### config.mk
export PLATFORM = sky130hd
export DESIGN_NAME = keypad_scan
export DESIGN_NICKNAME = d
export VERILOG_FILES = /design/src/rtl/keypad_scan.sv
export SDC_FILE = /design/constraint.sdc
export NUM_CORES = 1
export LEC_CHECK = 0
export ABC_CLOCK_PERIOD_IN_PS = 5550
export BUFFER_PORTS_ARGS = -buffer_cell sky130_fd_sc_hd__buf_2
export CELL_PAD_IN_SITES_DETAIL_PLACEMENT = 1
export CELL_PAD_IN_SITES_GLOBAL_PLACEMENT = 1
export CORE_ASPECT_RATIO = 0.9
export CORE_UTILIZATION = 35
export CTS_CLUSTER_SIZE = 10
export DETAILED_ROUTE_END_ITERATION = 8
export PLACE_DENSITY_LB_ADDON = 0.08
export SETUP_SLACK_MARGIN = 0.3
export SLEW_MARGIN = 20
export SYNTH_ARGS = -nofsm -noshare
export SYNTH_HDL_FRONTEND = slang
export SYNTH_SLANG_ARGS = --single-unit
### constraint.sdc
create_clock -name clk -period 5.55 [get_ports clk]
set_input_delay 0.8325 -clock clk [delete_from_list [all_inputs] [get_ports clk]]
set_output_delay 0.8325 -clock clk [all_outputs]
set_load 0.02 [all_outputs]
### src/rtl/keypad_scan.sv
// 4x4 matrix keypad scanner: drives rows one-hot, samples columns at the end of each
// row slot, debounces whole-scan results and reports the held key plus a press pulse.
module keypad_scan #(
    parameter int SCAN_DIV   = 1000,
    parameter int DEBOUNCE_N = 4
) (
    input  logic       clk,
    input  logic       rst,
    input  logic [3:0] key_col,
    output logic [3:0] key_row,
    output logic [4:0] key,
    output logic [4:0] key_pulse
);

    localparam int SLOT_W = (SCAN_DIV > 1) ? $clog2(SCAN_DIV) : 1;
    localparam int STB_W  = $clog2(DEBOUNCE_N) + 1;
    localparam logic [SLOT_W-1:0] SLOT_LAST = SLOT_W'(SCAN_DIV - 1);
    localparam logic [STB_W-1:0]  STB_MAX   = STB_W'(DEBOUNCE_N - 1);

    typedef enum logic [1:0] {
        RELEASED,
        PRESS_CHK,
        PRESSED,
        RELEASE_CHK
    } state_t;

    logic [SLOT_W-1:0] slot_q, slot_d;
    logic [1:0]        row_q, row_d;
    logic [4:0]        acc_q, acc_d;
    logic [4:0]        prev_q, prev_d;
    logic [STB_W-1:0]  stable_q, stable_d;
    logic [4:0]        key_q, key_d;
    logic [4:0]        pulse_q, pulse_d;
    state_t            state_q, state_d;

    logic       sample;
    logic       scan_done;
    logic [1:0] col_idx;
    logic [4:0] result;
    logic       accept;

    always_ff @(posedge clk or posedge rst) begin
        if (rst) begin
            slot_q   <= '0;
            row_q    <= '0;
            acc_q    <= '0;
            prev_q   <= '0;
            stable_q <= '0;
            key_q    <= '0;
            pulse_q  <= '0;
            state_q  <= RELEASED;
        end else begin
            slot_q   <= slot_d;
            row_q    <= row_d;
            acc_q    <= acc_d;
            prev_q   <= prev_d;
            stable_q <= stable_d;
            key_q    <= key_d;
            pulse_q  <= pulse_d;
            state_q  <= state_d;
        end
    end

    // Lowest active column wins within a row.
    always_comb begin
        col_idx = 2'd0;
        for (int i = 3; i >= 0; i--) begin
            if (key_col[i]) begin
                col_idx = 2'(i);
            end
        end
    end

    // Rows are visited in ascending order, so the first hit of a scan is the lowest code.
    always_comb begin
        sample    = (slot_q == SLOT_LAST);
        scan_done = sample && (row_q == 2'd3);
        if (acc_q[4]) begin
            result = acc_q;
        end else if (|key_col) begin
            result = {1'b1, row_q, col_idx};
        end else begin
            result = 5'h00;
        end
        slot_d = sample ? '0 : slot_q + 1'b1;
        row_d  = sample ? row_q + 2'd1 : row_q;
        if (scan_done) begin
            acc_d = 5'h00;
        end else if (sample) begin
            acc_d = result;
        end else begin
            acc_d = acc_q;
        end
    end

    always_comb begin
        prev_d   = prev_q;
        stable_d = stable_q;
        if (scan_done) begin
            if (result == prev_q) begin
                stable_d = (stable_q < STB_MAX) ? stable_q + 1'b1 : stable_q;
            end else begin
                stable_d = '0;
                prev_d   = result;
            end
        end
        accept = scan_done && (stable_d == STB_MAX) && (result != key_q);
    end

    always_comb begin
        state_d = state_q;
        if (scan_done) begin
            if (accept) begin
                state_d = result[4] ? PRESSED : RELEASED;
            end else begin
                case (state_q)
                    RELEASED:    if (result[4])        state_d = PRESS_CHK;
                    PRESS_CHK:   if (!result[4])       state_d = RELEASED;
                    PRESSED:     if (result != key_q)  state_d = RELEASE_CHK;
                    RELEASE_CHK: if (result == key_q)  state_d = PRESSED;
                    default:                           state_d = RELEASED;
                endcase
            end
        end
    end

    // A release is accepted silently; only a valid new code pulses.
    always_comb begin
        key_d   = accept ? result : key_q;
        pulse_d = (accept && result[4]) ? result : 5'h00;
    end

    assign key_row   = 4'b0001 << row_q;
    assign key       = key_q;
    assign key_pulse = pulse_q;

endmodule
### Word level (Yosys, flattened, before mapping)

Index checks and enable logic that the tools add are counted.

* logic and storage cells: 38
* output and inout bits: 14
* input bits: 6
* register bits: 35

* shift operators: 1
* order comparisons: 1
* bitwise gates (word level): 1
* eq/ne operators: 5
* $add $sub $neg: 3
* muxes and demuxes: 13
* reductions and logical operators: 7

Operators by type and width (number)
* $mux W5: 5
* $add A10 B1 Y10 const B: 1
* $eq A10 B10 Y1 const B: 1
* $mux W10: 1
* $mux W3: 3
* $mux W2: 4
* $eq A5 B5 Y1: 1
* $ne A5 B5 Y1: 1
* $logic_and A1 B1 Y1: 4
* $reduce_or A4 Y1: 1
* $shl A1 B2 Y4 const A: 1
* $add A3 B1 Y3 const B: 1
* $eq A3 B2 Y1 const B: 1
* $lt A3 B2 Y1 const B: 1
* $add A2 B1 Y2 const B: 1
* $eq A2 B2 Y1 const B: 1
* $reduce_and A2 Y1: 1
* $reduce_bool A2 Y1: 1
* $not A1 Y1: 1

### Depth between registers and ports, before layout

Gate-level depths: netlist of the first run.

* word-level depth: 14
* gate-level depth with buffers: 8
* gate-level depth less buffers: 7

### Worst setup path after synthesis of the first run

OpenSTA, ideal clock, no wires.

* path type: input -> register
* start point: in key_col[2]
* end point: reg key_q[3] (netlist: key[3])
* setup slack: 3.011 ns
* data arrival time: 2.411 ns
* setup time: 0.128 ns
* stages on the path: 6
* cell sequence: nand2b_1 > a221oi_1 > xnor2_1 > o221ai_2 > nor4_4 > mux2_1

* longest elaborated chain between the ends: 11
* elaborated cells between the ends (all ways): 13

Ends and longest elaborated chain
* from (decl): line 9 `input logic [3:0] key_col,`
* $mux W2 (3 in series): line 68 `if (key_col[i]) begin`
* $mux W5 *: line 80 `end else if (|key_col) begin`
* $mux W5 *: line 78 `if (acc_q[4]) begin`
* $eq A5 B5 Y1: line 100 `if (result == prev_q) begin`
* $mux W3: line 100
* $mux W3: line 99 `if (scan_done) begin`
* $eq A3 B2 Y1: line 107 `accept = scan_done && (stable_d == STB_MAX) && (result != key_q);`
* $logic_and A1 B1 Y1 (2 in series): line 107
* to (signal assigned): line 58 `key_q <= key_d;`
* to (decl): line 32 `logic [4:0] key_q, key_d;`

Mark *: on every way between the ends. The rest lies on a longest branch, timed or not.
A chain may end at the register's enable or synchronous reset.

### Worst setup path after layout of the first run

* start point: reg acc_q[4]
* end point: reg key_q[3] (netlist: key[3])

* longest elaborated chain between the ends: 7
* elaborated cells between the ends (all ways): 8

Ends and longest elaborated chain
* from (decl): line 29 `logic [4:0] acc_q, acc_d;`
* from (signal assigned): line 46 `acc_q <= '0;`
* from (signal assigned): line 55 `acc_q <= acc_d;`
* $mux W5 *: line 78
* $eq A5 B5 Y1: line 100
* $mux W3: line 100
* $mux W3: line 99
* $eq A3 B2 Y1: line 107
* $logic_and A1 B1 Y1 (2 in series): line 107

Marked as above.

==> run metrics, run 1 <==
status=finished clean; synthesized instance count=177; min-delay worst type=flop to flop; DR pass1 iterations=4; hold_buf cts=0; Vias/cell=5.146; # fillers=602; minimum hold slack=0.4866 ns; CTS clk-pin slew, worst paths=0.07 ns; MaxCap Viol Count=0; Cell variety after synth=47; Site Rows=24; global-route usage over all layers=17.36%; clock skew=0.007225 ns; Worst setup EP type=flop; Leak Pwr=0.9529 nW; Starting Density=37.65%; Setup TNS Final=0 ns; fmax=360.8 MHz; final worst path period share=49.94%; RSZ-0062 raised after global routing=false; crit path max fanout=13; Final #Nets=214; CTS buffer count=5; grt met3 use=4.076%; synthesized area=1877 um^2; first-pass GRT wire length=7348 um; WL final=4216 um; I/O Buffers=19; clock latency on the worst-skew pair=0.28 ns; initial antenna violation count=0; post-CTS resize count=0; worst vdd ir=0.00009827 V; worst path required time=5.72 ns; gr busiest metal=met2; Slew HR=61.89%; H-tree levels=2; ANT nets after route=0; global-route track usage on met1=21.22%; postcts setup bufs=0; Critical Path AT=2.94 ns; startpoint types=flop; Slew Limit Fails=0; gr ovfl total=0; final hold vios=0; sequential area share after synthesis=46.67%; gpl congestion=0.7981; Residual DRC=0; Inserted Diodes=0; WL/cell=15.73 um; vias in the first global route=1,492; post-synth net total=189; I/O pin cnt=20; die height=71.47 um; area grow syn2layout=13.73%; post-DP HPWL=3200 um; number of synthesis warnings=0; area of the multi-input gates=963.4 um^2; Pwr per Cell Area=210.6 nW/um^2; chip width=79.19 um; Syn Area/Cell=10.60 um^2; met2 Track Usage GR=29.98%; setup violators final=0; Register Area=875.8 um^2; kind of critical path=flop to flop; post-synthesis register bit count=35; Root Driver=clkbuf_8; TritonCTS clock tree=done; Clock Sinks=35; worst-margin pin slew=0.5669 ns; DR iter-0 viols=55; clock period minus worst slack=2.772 ns; CTS max path bufs=2; die area=5660 um^2; layout cell share with drive strength beyond 1=20.20%; Via Count=1,379; pin count of the biggest net entering global routing=36; Core ar.=4985 um^2
[power by group]
group          total [W]  internal (W)  switching (W)
clock           0.000175     0.0000880      0.0000872
sequential      0.000255      0.000255              0
combinational  0.0000194    0.00000609      0.0000133
total           0.000450      0.000349       0.000100
[flip-flops by register name (all words and copies together), names as in the netlist]
name       count
acc_q          5
key_pulse      5
key            5
prev_q         5
stable_q       3
row_q          2
slot_q        10
[worst max-delay path, cell delays in order, from the launching register on]
cell and delay (ns):
dfrtp_1 0.63, inv_1 0.27, a221oi_1 0.53, xnor2_1 0.19, o221ai_2 0.20, nor4_4 0.46, mux2_1 0.36
[Yosys cell counts (all sizes together)]
library cell,n,area [um^2]
or4,2,18.77
o311a,1,10.01
ha,6,75.07
nand2b,3,18.77
and3b,1,8.760
nand4b,2,17.52
or3,1,6.260
nand2,22,85.09
a21oi,3,18.77
a21o,1,7.510
a211oi,2,15.01
and2,6,37.54
o41ai,1,16.27
and3,1,6.260
xnor2,8,70.07
dfrtp,35,875.8
o22a,1,8.760
nand3,5,25.02
o31ai,2,15.01
mux2,9,101.4
a41o,1,10.01
o22ai,1,12.51
a31oi,1,6.260
nor2b,2,12.51
o211ai,1,7.510
nor2,17,68.81
o221ai,1,15.01
nand4,1,6.260
mux2i,1,10.01
xor2,8,70.07
clkbuf,2,7.510
o21bai,1,11.26
a221o,1,10.01
a21boi,1,7.510
nor4,4,70.07
buf,1,7.510
inv,6,22.52
o21ai,12,60.06
a221oi,1,8.760
nor3,2,15.01
[worst paths after layout]
kind,to,slack [ns],depth (start not counted),startpoint
min in group asynchronous,row_q[0]$_DFFE_PP0N_,0.66,3,rst
worst min register to register,acc_q[2]$_DFFE_PP0P_,0.49,2,acc_q[2]$_DFFE_PP0P_
worst max-delay path,key[3]$_DFFE_PP0P_,2.78,6,acc_q[4]$_DFFE_PP0P_
worst max register to register,key[3]$_DFFE_PP0P_,2.78,6,acc_q[4]$_DFFE_PP0P_
worst min-delay path,acc_q[2]$_DFFE_PP0P_,0.49,2,acc_q[2]$_DFFE_PP0P_
max in group asynchronous,slot_q[1]$_DFF_PP0_,4.57,3,rst
[layout by cell type, fill, tap and decap left out, drive strengths merged, types with 3 or more instances in the layout]
cell,instances
xnor2,8
o21ai,12
ha,6
nor2,17
dfrtp,35
inv,6
xor2,8
nor4,4
buf,21
a21oi,3
nand2b,3
clkbuf,7
mux2,9
and2,6
nand3,5
nand2,22
[cell families after synthesis]
| kind of cell | synth area share (%) |
|---|---|
| compound gates | 12.80 |
| xor+xnor | 7.467 |
| fa+ha+maj | 4.000 |
| buf+inv | 2.000 |
| flops | 46.67 |
| mux | 5.934 |
| simple gates | 21.13 |
[stage by stage]
step                worst slack, ns  utilization [%]  instances  area [um^2]  total power (W)
finish                        2.778            42.82        268         2135        0.0004496
global route                  2.552            42.82        268         2135        0.0004715
CTS                           2.729            42.82        268         2135        0.0004592
detailed placement            2.538            41.19        260         2053        0.0002799
global placement              2.643            41.19        260         2053        0.0002796
floorplan                     3.011                -        177         1877        0.0002717
[layer usage]
| metal | up-vias | wire (um) |
|---|---|---|
| met5 | - | 0 |
| li1 | 667 | - |
| met4 | 0 | 61 |
| met2 | 18 | 2028 |
| met1 | 690 | 1983 |
| met3 | 4 | 143 |
[cell type report]
type / count / area share (%)
tap: 65 / 3.810
inverter: 6 / 1.055
multi-input combinational: 133 / 45.13
sequential: 35 / 41.03
clock inverter: 1 / 0.2345
clock buffer: 7 / 3.576
timing repair buffer: 21 / 5.158
No activity file was read; power rests on OpenSTA's default activity.
==> run 2: changes to the inputs <==
ABC_AREA = 1   (was not set)
ABC_CLOCK_PERIOD_IN_PS = 2600   (was 5550)
clock period = 2.6 ns   (was 5.55 ns; I/O delays follow)
==> run 2 against run 1 <==
- highest routed layer unchanged
- combinational power rose by 14%
- die area rose by 6.0%
- non-clock buffer count fell by 1
==> run metrics, run 2 <==
status=finished clean; DR iter-0 viols=43 (-22%); post-synthesis async set-or-reset flop share=100.0% (unchanged); die area=5997 um^2 (+6.0%); Core ar.=5380 um^2 (+7.9%); worst vdd ir=0.0002483 V (+150%); synthesized instance count=254 (+44%); MaxCap Viol Count=0 (unchanged); Post-synth top flop=dfrtp_1; Leak Pwr=1.264 nW (+33%); pre-CTS WS=0.3953 ns (-2.142 ns); WL/cell=13.89 um (-12%); startpoint types=flop; total power=0.0009531 W (+110%); post-synthesis register bit count=35 (unchanged); cell taking the most area after synthesis=dfrtp_1; Via Count=1,674 (+21%); slowest stage delay, CP=0.52 ns (-0.11 ns); internal reg-to-reg setup slack=0.55 ns (-2.22 ns); Vias/cell=4.810 (-6.5%); clock period minus worst slack=2.046 ns (-0.7260 ns); Starting Density=37.02% (-0.63 points); hold_buf cts=0 (unchanged); first-pass GRT wire length=7976 um (+8.5%); clock skew=0.004494 ns (-0.002732 ns); # fillers=694 (+15%); area grow syn2layout=13.44%; synthesized area=1992 um^2 (+6.1%); post-synth net total=266 (+41%); vias in the first global route=1,603 (+7.4%); global-route usage over all layers=18.47% (+1.1 points); Clock Sinks=35 (unchanged); clock latency on the worst-skew pair=0.29 ns (about the same); chip width=81.52 um (+2.9%); FF-to-FF path depth=11 (+5); Placed Area=2167 um^2 (+5.5%); layout cell share with drive strength beyond 1=19.22% (-0.98 points); ANT nets after route=0 (unchanged); H-tree levels=2 (unchanged); EDFF count, synth=0 (unchanged); setup violators final=0 (unchanged); Largest Register=slot_q; worst path required time=2.78 ns (-2.94 ns); max FFs per register=10 (unchanged); post-route design area=2260 um^2 (+5.9%); Pwr per Cell Area=421.8 nW/um^2 (+100%); RSZ-0062 raised after global routing=false; sequential area share after synthesis=43.97% (-2.7 points); Cell variety after synth=31 (-34%); count leader, synth=nand2_1; post-DP HPWL=3779 um (+18%); number of synthesis warnings=0 (unchanged); worst-margin pin slew=0.5122 ns (-0.05470 ns); Setup TNS Final=0 ns (unchanged); pin count of the biggest net entering global routing=36 (unchanged); min-delay worst type=input pin to asynchronous set/reset pin; post-route setup slack=0.5543 ns (-2.224 ns); Inserted Diodes=0 (unchanged); die height=73.57 um (+2.9%); post-CTS resize count=0 (unchanged); crit path max fanout=11 (-2); synth cell count leaders=nand2_1 (65), inv_1 (40), dfrtp_1 (35); Worst setup EP type=flop; Residual DRC=0 (unchanged); final hold vios=0 (unchanged); postcts setup bufs=0 (unchanged); kind of critical path=flop to flop; top cells by area, synth=dfrtp_1 (44%), nand2_1 (12%), inv_1 (7.5%); TritonCTS clock tree=done; most common cell after layout, fill and taps aside=nand2_1; I/O Buffers=19 (unchanged); DR pass1 iterations=4 (unchanged); Top cell by count, worst path=nand2_2; Slew Limit Fails=0 (unchanged); Site Rows=25 (+4.2%); Worst path slowest cell=dfrtp_1; WL final=4833 um (+15%); RR Endpoint=key[4]$_DFFE_PP0P_; final worst path period share=78.68% (+29 points); top-area cell type share of the netlist area=43.97% (-2.7 points); Syn Area/Cell=7.842 um^2 (-26%); initial antenna violation count=0 (unchanged); I/O pin cnt=20 (unchanged); Slew HR=65.59% (+3.7 points); gr ovfl total=0 (unchanged); Final #Nets=292 (+36%); gpl congestion=0.8224 (+3.0%); CTS buffer count=5 (unchanged); crit-path cells=inv_2, nand3_2, nand2_2, nand2_2, nand2_2, nor2_4, nand3_4, a21oi_4, nand3_2, nand2_1, nand2_1; Critical Path AT=2.22 ns (-0.72 ns); r2r startpoint=acc_q[4]$_DFFE_PP0P_; most frequent cells in the layout=nand2_1 (64), inv_1 (40), dfrtp_1 (35); Root Driver=clkbuf_8; fmax=488.8 MHz (+35%); CTS max path bufs=2 (unchanged); CTS clk-pin slew, worst paths=0.07 ns (about the same)
-- run 2: cell types whose count changed after synthesis, sizes merged, moves of 7 or more --
| cell | previous run | this run |
|---|---|---|
| inv | 6 | 43 |
| nand2 | 22 | 72 |
| mux2 | 9 | 0 |
| nor2 | 17 | 25 |
| xnor2 | 8 | 0 |
| nand3 | 5 | 23 |
| nand4 | 1 | 8 |
-- run 2: power breakdown --
group,switching [W],internal (W)
Sequential,0,0.000544
Clock,0.000200,0.000187
Combinational,0.0000166,0.00000553
Total,0.000216,0.000737
-- run 2: layer usage --
metal / part of all wire, % / vias to the layer above / wire [um] / GRT usage (%)
li1: - / 853 / - / -
met1: 55 / 784 / 2641 / 28.33
met2: 40 / 32 / 1931 / 25.46
met3: 4.3 / 5 / 208 / 3.727
met4: 1.1 / 0 / 51 / 5.952
met5: 0 / - / 0 / 0
-- run 2: how the worst max path moves through the flow --
stage | start | to | slack, ns | cells after the start
after floorplan | row_q[0]$_DFFE_PP0N_ | key[3]$_DFFE_PP0P_ | 0.84 | 10
after global placement | slot_q[0]$_DFF_PP0_ | key[3]$_DFFE_PP0P_ | 0.43 | 12
after detailed placement | key_col[1] | key[4]$_DFFE_PP0P_ | 0.40 | 13
after CTS | slot_q[0]$_DFF_PP0_ | key[4]$_DFFE_PP0P_ | 0.43 | 12
after global routing | acc_q[4]$_DFFE_PP0P_ | key[3]$_DFFE_PP0P_ | 0.33 | 12
final | acc_q[4]$_DFFE_PP0P_ | key[4]$_DFFE_PP0P_ | 0.55 | 11
-- run 2: kinds of logic after synthesis --
family                   count (synthesis)  synth area share, %
XOR/XNOR                                 3                1.319
flip-flops                              35                43.97
buffers and inverters                   46                9.107
AO/OA/AOI/OAI                           23                6.658
adder cells (fa/ha/maj)                  6                3.769
AND/OR/NAND/NOR                        141                35.18
-- run 2: final cells by class --
type	instances	area [um^2]	share of cell area, %
Sequential cell	35	875.8	38.76
Inverter	45	170.2	7.530
Clock inverter	2	12.51	0.5537
Clock buffer	6	72.57	3.212
Tap cell	67	83.83	3.710
Multi-Input combinational cell	173	942.2	41.69
Timing Repair Buffer	20	102.6	4.540
-- run 2: metrics by stage --
stage / instances / hold slack (ns) / util [%]
floorplan: 254 / 0.4529 / -
global placement: 340 / 0.4758 / 40.28
detailed placement: 340 / 0.4835 / 40.28
CTS: 348 / 0.2089 / 41.86
global route: 348 / 0.2375 / 42.00
finish: 348 / 0.1923 / 42.00
-- run 2: critical path, delay by kind of cell, from the launching register on --
| kind | cells | cell delay (ns) |
|---|---|---|
| compound gates | 1 | 0.23 |
| simple gates | 9 | 1.07 |
| buf+inv | 1 | 0.12 |
| flops | 1 | 0.52 |
